`config.mk`:
```
export PLATFORM = sky130hd
export DESIGN_NAME = mem_stage_flat
export DESIGN_NICKNAME = d
export VERILOG_FILES = /design/src/rtl/mem_stage_if.sv /design/src/rtl/mem_stage.sv /design/src/flat_wrapper.sv
export SDC_FILE = /design/constraint.sdc
export NUM_CORES = 1
export LEC_CHECK = 0
export CORE_ASPECT_RATIO = 0.75
export CORE_MARGIN = 1.5
export CORE_UTILIZATION = 42
export CTS_CLUSTER_DIAMETER = 30
export CTS_CLUSTER_SIZE = 12
export DETAILED_ROUTE_END_ITERATION = 12
export HOLD_SLACK_MARGIN = 0.03
export PLACE_DENSITY_LB_ADDON = 0.12
export SYNTH_ARGS = -nofsm -noshare
export SYNTH_HDL_FRONTEND = slang
export SYNTH_SLANG_ARGS = --single-unit
```
`constraint.sdc`:
```
create_clock -name CLK -period 1.7 [get_ports CLK]
set_clock_uncertainty 0.15 [all_clocks]
set_input_delay 0.255 -clock CLK [delete_from_list [all_inputs] [get_ports CLK]]
set_output_delay 0.255 -clock CLK [all_outputs]
set_load 0.03 [all_outputs]
```
`src/rtl/mem_stage_if.sv`:
```
// Bus between the EX/MEM register, the data memory and the MEM/WB register,
// as seen by the memory-access stage.
interface mem_stage_if;
  logic       EX_Valid;
  logic [1:0] EX_Op;
  logic [7:0] EX_Result;
  logic [7:0] EX_Data;
  logic [2:0] EX_Rd;
  logic       EX_Reg_W;
  logic       Mem_Stall;
  logic [7:0] Mem_Address;
  logic [7:0] Mem_Data_in;
  logic       Mem_W_En;
  logic       Mem_R_En;
  logic [7:0] Mem_Data_out;
  logic       WB_Valid;
  logic [7:0] WB_Data;
  logic [2:0] WB_Rd;
  logic       WB_Reg_W;

  modport slave (
    input  EX_Valid, EX_Op, EX_Result, EX_Data, EX_Rd, EX_Reg_W, Mem_Data_out,
    output Mem_Stall, Mem_Address, Mem_Data_in, Mem_W_En, Mem_R_En,
           WB_Valid, WB_Data, WB_Rd, WB_Reg_W
  );

  modport master (
    output EX_Valid, EX_Op, EX_Result, EX_Data, EX_Rd, EX_Reg_W, Mem_Data_out,
    input  Mem_Stall, Mem_Address, Mem_Data_in, Mem_W_En, Mem_R_En,
           WB_Valid, WB_Data, WB_Rd, WB_Reg_W
  );
endinterface

```
`src/rtl/mem_stage.sv`:
```
// MEM stage of the 8-bit RISC pipeline: drives the data memory, registers the
// MEM/WB result and runs the two-cycle atomic swap (read, stall, then write).
module mem_stage (
  input  logic        CLK,
  input  logic        RST,
  mem_stage_if.slave  bus
);

  typedef enum logic {IDLE, SWP_WR} state_t;

  localparam logic [1:0] OP_ALU = 2'b00;
  localparam logic [1:0] OP_LD  = 2'b01;
  localparam logic [1:0] OP_ST  = 2'b10;

  state_t     state_q, state_d;
  logic       wb_valid_q, wb_valid_d;
  logic [7:0] wb_data_q, wb_data_d;
  logic [2:0] wb_rd_q, wb_rd_d;
  logic       wb_reg_w_q, wb_reg_w_d;
  logic [7:0] swap_addr_q, swap_addr_d;
  logic [7:0] swap_data_q, swap_data_d;
  logic [7:0] swap_old_q, swap_old_d;
  logic [2:0] swap_rd_q, swap_rd_d;
  logic       swap_reg_w_q, swap_reg_w_d;

  logic       mem_r_en, mem_w_en, mem_stall;
  logic [7:0] mem_addr, mem_din;

  always_comb begin
    state_d      = state_q;
    wb_valid_d   = 1'b0;
    wb_reg_w_d   = 1'b0;
    wb_data_d    = wb_data_q;
    wb_rd_d      = wb_rd_q;
    swap_addr_d  = swap_addr_q;
    swap_data_d  = swap_data_q;
    swap_old_d   = swap_old_q;
    swap_rd_d    = swap_rd_q;
    swap_reg_w_d = swap_reg_w_q;
    mem_r_en     = 1'b0;
    mem_w_en     = 1'b0;
    mem_stall    = 1'b0;
    mem_addr     = 8'h00;
    mem_din      = 8'h00;

    case (state_q)
      IDLE: begin
        if (bus.EX_Valid) begin
          case (bus.EX_Op)
            OP_ALU: begin
              wb_valid_d = 1'b1;
              wb_data_d  = bus.EX_Result;
              wb_rd_d    = bus.EX_Rd;
              wb_reg_w_d = bus.EX_Reg_W;
            end
            OP_LD: begin
              mem_r_en   = 1'b1;
              mem_addr   = bus.EX_Result;
              wb_valid_d = 1'b1;
              wb_data_d  = bus.Mem_Data_out;
              wb_rd_d    = bus.EX_Rd;
              wb_reg_w_d = bus.EX_Reg_W;
            end
            OP_ST: begin
              mem_w_en   = 1'b1;
              mem_addr   = bus.EX_Result;
              mem_din    = bus.EX_Data;
              wb_valid_d = 1'b1;
              wb_data_d  = bus.EX_Data;
              wb_rd_d    = bus.EX_Rd;
            end
            default: begin
              // Swap read phase: capture everything so EX/MEM may change next cycle
              mem_r_en     = 1'b1;
              mem_addr     = bus.EX_Result;
              mem_stall    = 1'b1;
              swap_old_d   = bus.Mem_Data_out;
              swap_addr_d  = bus.EX_Result;
              swap_data_d  = bus.EX_Data;
              swap_rd_d    = bus.EX_Rd;
              swap_reg_w_d = bus.EX_Reg_W;
              state_d      = SWP_WR;
            end
          endcase
        end
      end
      SWP_WR: begin
        mem_w_en   = 1'b1;
        mem_addr   = swap_addr_q;
        mem_din    = swap_data_q;
        wb_valid_d = 1'b1;
        wb_data_d  = swap_old_q;
        wb_rd_d    = swap_rd_q;
        wb_reg_w_d = swap_reg_w_q;
        state_d    = IDLE;
      end
      default: state_d = IDLE;
    endcase

    // Reset blocks the memory combinationally so a pending swap write never lands
    if (RST) begin
      mem_r_en  = 1'b0;
      mem_w_en  = 1'b0;
      mem_stall = 1'b0;
      mem_addr  = 8'h00;
      mem_din   = 8'h00;
    end
  end

  always_ff @(posedge CLK) begin
    if (RST) begin
      state_q      <= IDLE;
      wb_valid_q   <= 1'b0;
      wb_data_q    <= 8'h00;
      wb_rd_q      <= 3'd0;
      wb_reg_w_q   <= 1'b0;
      swap_addr_q  <= 8'h00;
      swap_data_q  <= 8'h00;
      swap_old_q   <= 8'h00;
      swap_rd_q    <= 3'd0;
      swap_reg_w_q <= 1'b0;
    end else begin
      state_q      <= state_d;
      wb_valid_q   <= wb_valid_d;
      wb_data_q    <= wb_data_d;
      wb_rd_q      <= wb_rd_d;
      wb_reg_w_q   <= wb_reg_w_d;
      swap_addr_q  <= swap_addr_d;
      swap_data_q  <= swap_data_d;
      swap_old_q   <= swap_old_d;
      swap_rd_q    <= swap_rd_d;
      swap_reg_w_q <= swap_reg_w_d;
    end
  end

  assign bus.Mem_R_En    = mem_r_en;
  assign bus.Mem_W_En    = mem_w_en;
  assign bus.Mem_Stall   = mem_stall;
  assign bus.Mem_Address = mem_addr;
  assign bus.Mem_Data_in = mem_din;
  assign bus.WB_Valid    = wb_valid_q;
  assign bus.WB_Data     = wb_data_q;
  assign bus.WB_Rd       = wb_rd_q;
  assign bus.WB_Reg_W    = wb_reg_w_q;

endmodule

```
`src/flat_wrapper.sv`:
```
// flat-port wrapper written by rule: the top's interface ports become plain ports
module mem_stage_flat 
  (CLK, RST, bus_EX_Valid, bus_EX_Op, bus_EX_Result, bus_EX_Data, bus_EX_Rd, bus_EX_Reg_W, bus_Mem_Data_out, bus_Mem_Stall, bus_Mem_Address, bus_Mem_Data_in, bus_Mem_W_En, bus_Mem_R_En, bus_WB_Valid, bus_WB_Data, bus_WB_Rd, bus_WB_Reg_W);
  mem_stage_if bus_i ();
  input  logic CLK;
  input  logic RST;
  input wire logic [$bits(bus_i.EX_Valid)-1:0] bus_EX_Valid;
  input wire logic [$bits(bus_i.EX_Op)-1:0] bus_EX_Op;
  input wire logic [$bits(bus_i.EX_Result)-1:0] bus_EX_Result;
  input wire logic [$bits(bus_i.EX_Data)-1:0] bus_EX_Data;
  input wire logic [$bits(bus_i.EX_Rd)-1:0] bus_EX_Rd;
  input wire logic [$bits(bus_i.EX_Reg_W)-1:0] bus_EX_Reg_W;
  input wire logic [$bits(bus_i.Mem_Data_out)-1:0] bus_Mem_Data_out;
  output wire logic [$bits(bus_i.Mem_Stall)-1:0] bus_Mem_Stall;
  output wire logic [$bits(bus_i.Mem_Address)-1:0] bus_Mem_Address;
  output wire logic [$bits(bus_i.Mem_Data_in)-1:0] bus_Mem_Data_in;
  output wire logic [$bits(bus_i.Mem_W_En)-1:0] bus_Mem_W_En;
  output wire logic [$bits(bus_i.Mem_R_En)-1:0] bus_Mem_R_En;
  output wire logic [$bits(bus_i.WB_Valid)-1:0] bus_WB_Valid;
  output wire logic [$bits(bus_i.WB_Data)-1:0] bus_WB_Data;
  output wire logic [$bits(bus_i.WB_Rd)-1:0] bus_WB_Rd;
  output wire logic [$bits(bus_i.WB_Reg_W)-1:0] bus_WB_Reg_W;
  assign bus_i.EX_Valid = bus_EX_Valid;
  assign bus_i.EX_Op = bus_EX_Op;
  assign bus_i.EX_Result = bus_EX_Result;
  assign bus_i.EX_Data = bus_EX_Data;
  assign bus_i.EX_Rd = bus_EX_Rd;
  assign bus_i.EX_Reg_W = bus_EX_Reg_W;
  assign bus_i.Mem_Data_out = bus_Mem_Data_out;
  assign bus_Mem_Stall = bus_i.Mem_Stall;
  assign bus_Mem_Address = bus_i.Mem_Address;
  assign bus_Mem_Data_in = bus_i.Mem_Data_in;
  assign bus_Mem_W_En = bus_i.Mem_W_En;
  assign bus_Mem_R_En = bus_i.Mem_R_En;
  assign bus_WB_Valid = bus_i.WB_Valid;
  assign bus_WB_Data = bus_i.WB_Data;
  assign bus_WB_Rd = bus_i.WB_Rd;
  assign bus_WB_Reg_W = bus_i.WB_Reg_W;
  mem_stage u_core (.CLK(CLK), .RST(RST), .bus(bus_i));
endmodule
```
==> run metrics <==
EDFF count, synth 0; worst-skew pair later-pin latency 0.30 ns; crit-path max FO 6; largest net degree at the start of global routing 32; status complete, but fails checks; Final Setup Violations 5; synthesized instance count 281; Max stage delay cell, worst path dfxtp_4; minimum clock period 1.76 ns; CTS root buf clkbuf_8; TritonCTS Buffers 5; Buffers on Ports 64; Total GRT Usage 0.262; period utilization 1.03; CP Capture Type output port; synthesized cell area 0.00214 mm2; NumNets Final 399; slowest stage delay, CP 0.38 ns; H-Tree Depth 2; Synthesis Warnings 0; fraction of registers with async set/reset 0; CP cell instances buf_12 -> nand2b_4 -> nor3b_4 -> buf_6; DR pass1 iterations 9; Critical Path Start Type register; top cell type's share of synthesized area 0.392; Synth top cells by count 69 x nand2_1, 43 x a21oi_1, 42 x dfxtp_1; Remaining Overflow, GRT 0; ys flop type dfxtp_1; Post-CTS Hold Fix Bufs 0; number of max-cap violations 0; vias in the first global route 2252; first-pass GRT wire length 11.2 mm; slew margin rel. 0.782; critical path arrival 1.35 ns; CP delay by family, top simple AND/OR/NAND/NOR gates; Syn Area/Cell 7.63 um2; f_max 569 MHz; syn nets 320; Slew Limit Fails 0; fin worst setup slack -0.0562 ns; post-route setup TNS -0.110 ns; GPL Wtd Cong 0.814; Lkg Pwr 1.36 nW; layout cell share with drive strength beyond 1 0.338; Fillers 371; min-delay src bus_EX_Valid; failing checks design-rule violations, negative setup slack; area delta synth->final 70.8%; CP bufs+invs 2; die footprint 0.00555 mm2; die width 85.5 um; Worst R2R End u_core.bus.WB_Data[6]; fin cells 421; remaining antenna violation count 0; Seq/Total Area, Yosys 0.392; Worst Hold Class input pin to register; clock sinks 42; GR met3 Demand/Resource 0.0535; power per standard cell area 691 mW/mm2; Row Count 22; synth unique cells 30; FF+latch count, synth 42; Area contributors post-synth dfxtp_1 39%, nand2_1 12%, a21oi_1 10%; starting density of the core 0.438; vias per cell 5.56; worst vdd ir 0.426 mV; Post-Place Cells 404; WP data required 1.29 ns; most common cell in the netlist nand2_1; DRC Markers 2; Worst-Margin Slew 0.329 ns; hold path depth 3; Iteration-0 DRC Markers 149; Hold Crit Endpoint u_core.bus.WB_Reg_W; CTS tree built; GR Util met2 0.414; CTS clk-pin slew, worst paths 0.08 ns; n_diodes 0; detailed placement HPWL 4.50 mm; Hold Fails Final Rpt 0; routed wire length 7.23 mm; CTS Buffer Depth 2; met1 usage 0.349; Synth area leader dfxtp_1; footprint of the multi-input gates 0.00160 mm2; routed len/inst 17.2 um; r2r worst-path depth 4; Finished Core Util 0.748; RSZ-0062 raised after global routing true; setup slack, reg-to-reg 0.14 ns; antenna violations before repair 0; io pins 65; via count 2339; Setup CP Type register to output port; core area 0.00490 mm2; Critical R2R Launch u_core.state_q; register area 845 um2; gr busiest metal met2; Die H 64.9 um
-- worst max-delay path by stage --
stage              startpoint                    end  slack (ns)  cells after the start
2_1_floorplan             RST     bus_Mem_Address[4]       -0.06                      3
3_3_place_gp     bus_EX_Op[1]  u_core.bus.WB_Data[3]       -0.56                      6
3_5_place_dp     bus_EX_Op[1]  u_core.bus.WB_Data[4]       -0.59                      6
4_1_cts          bus_EX_Op[0]     bus_Mem_Address[0]       -0.07                      8
5_1_grt        u_core.state_q          bus_Mem_Stall       -0.09                      4
6_report       u_core.state_q          bus_Mem_Stall       -0.06                      4
-- where the power goes --
part | switching [mW] | internal [mW] | total, mW
Sequential | 0.0279 | 1.03 | 1.06
Combinational | 0.361 | 0.308 | 0.669
Clock | 0.361 | 0.440 | 0.802
Total | 0.750 | 1.78 | 2.53
-- repair_timing --
action / 4_1_cts / 5_1_grt
setup endpoints to repair: 38 / 22
setup buffers: 2 / 6
pin swaps: 15 / 8
cloned: 2 / 1
gates resized for setup: 70 / 42
-- sequential cells by signal, summed over array words and instances, names as in the netlist --
signal               cells
u_core.swap_reg_w_q      1
u_core.bus.WB_Rd         3
u_core.bus.WB_Reg_W      1
u_core.bus.WB_Valid      1
u_core.bus.WB_Data       8
u_core.swap_rd_q         3
u_core.swap_addr_q       8
u_core.state_q           1
u_core.swap_old_q        8
u_core.swap_data_q       8
-- metrics by stage --
step	hold slack (ns)	setup WS, ns	power [mW]	instance area [um2]
finish	0.179	-0.0562	2.53	3660
global placement	0.290	-0.564	1.67	3100
floorplan	0.241	-0.0603	1.41	2330
detailed placement	0.298	-0.588	1.67	3100
global route	0.197	-0.0914	2.64	3660
CTS	0.204	-0.0664	2.48	3450
-- layer usage --
layer  share of wire  routed length, um  vias to the layer above
met5               0                  0                        -
met4           0.024                172                        0
met3           0.059                423                       13
li1                -                  -                     1138
met1            0.44               3200                     1103
met2            0.47               3430                       85
-- layout by cell type (no fill, tap or decap), drive strengths merged, types with 7 or more instances in the layout --
cell           count
a22oi              8
dlygate4sd2       11
a211o              8
a311oi             8
dfxtp             42
a21oi             43
nand3             16
clkdlybuf4s50     29
buf               56
nor2b              7
clkbuf             8
nor2              10
nor3              11
nand2             69
-- kinds of logic after synthesis --
kind of cell,share of synthesized area
compound gates,0.229
fa+ha+maj,0.0350
buf+inv,0.0642
flops,0.392
mux,0.0158
simple gates,0.264
-- worst min-delay path: stages --
cell       delay [ns]
buf_2            0.16
o2111ai_1        0.09
a21oi_1          0.07
-- area by class of cell --
type | instances | area share
clock buffers | 7 | 0.0208
clock inverters | 1 | 0.00820
inverters | 3 | 0.00512
multi-input cells | 210 | 0.438
flip-flops and latches | 42 | 0.231
well taps | 60 | 0.0205
repair buffers | 98 | 0.277
Note: power is estimated with default switching activity, not from simulation.
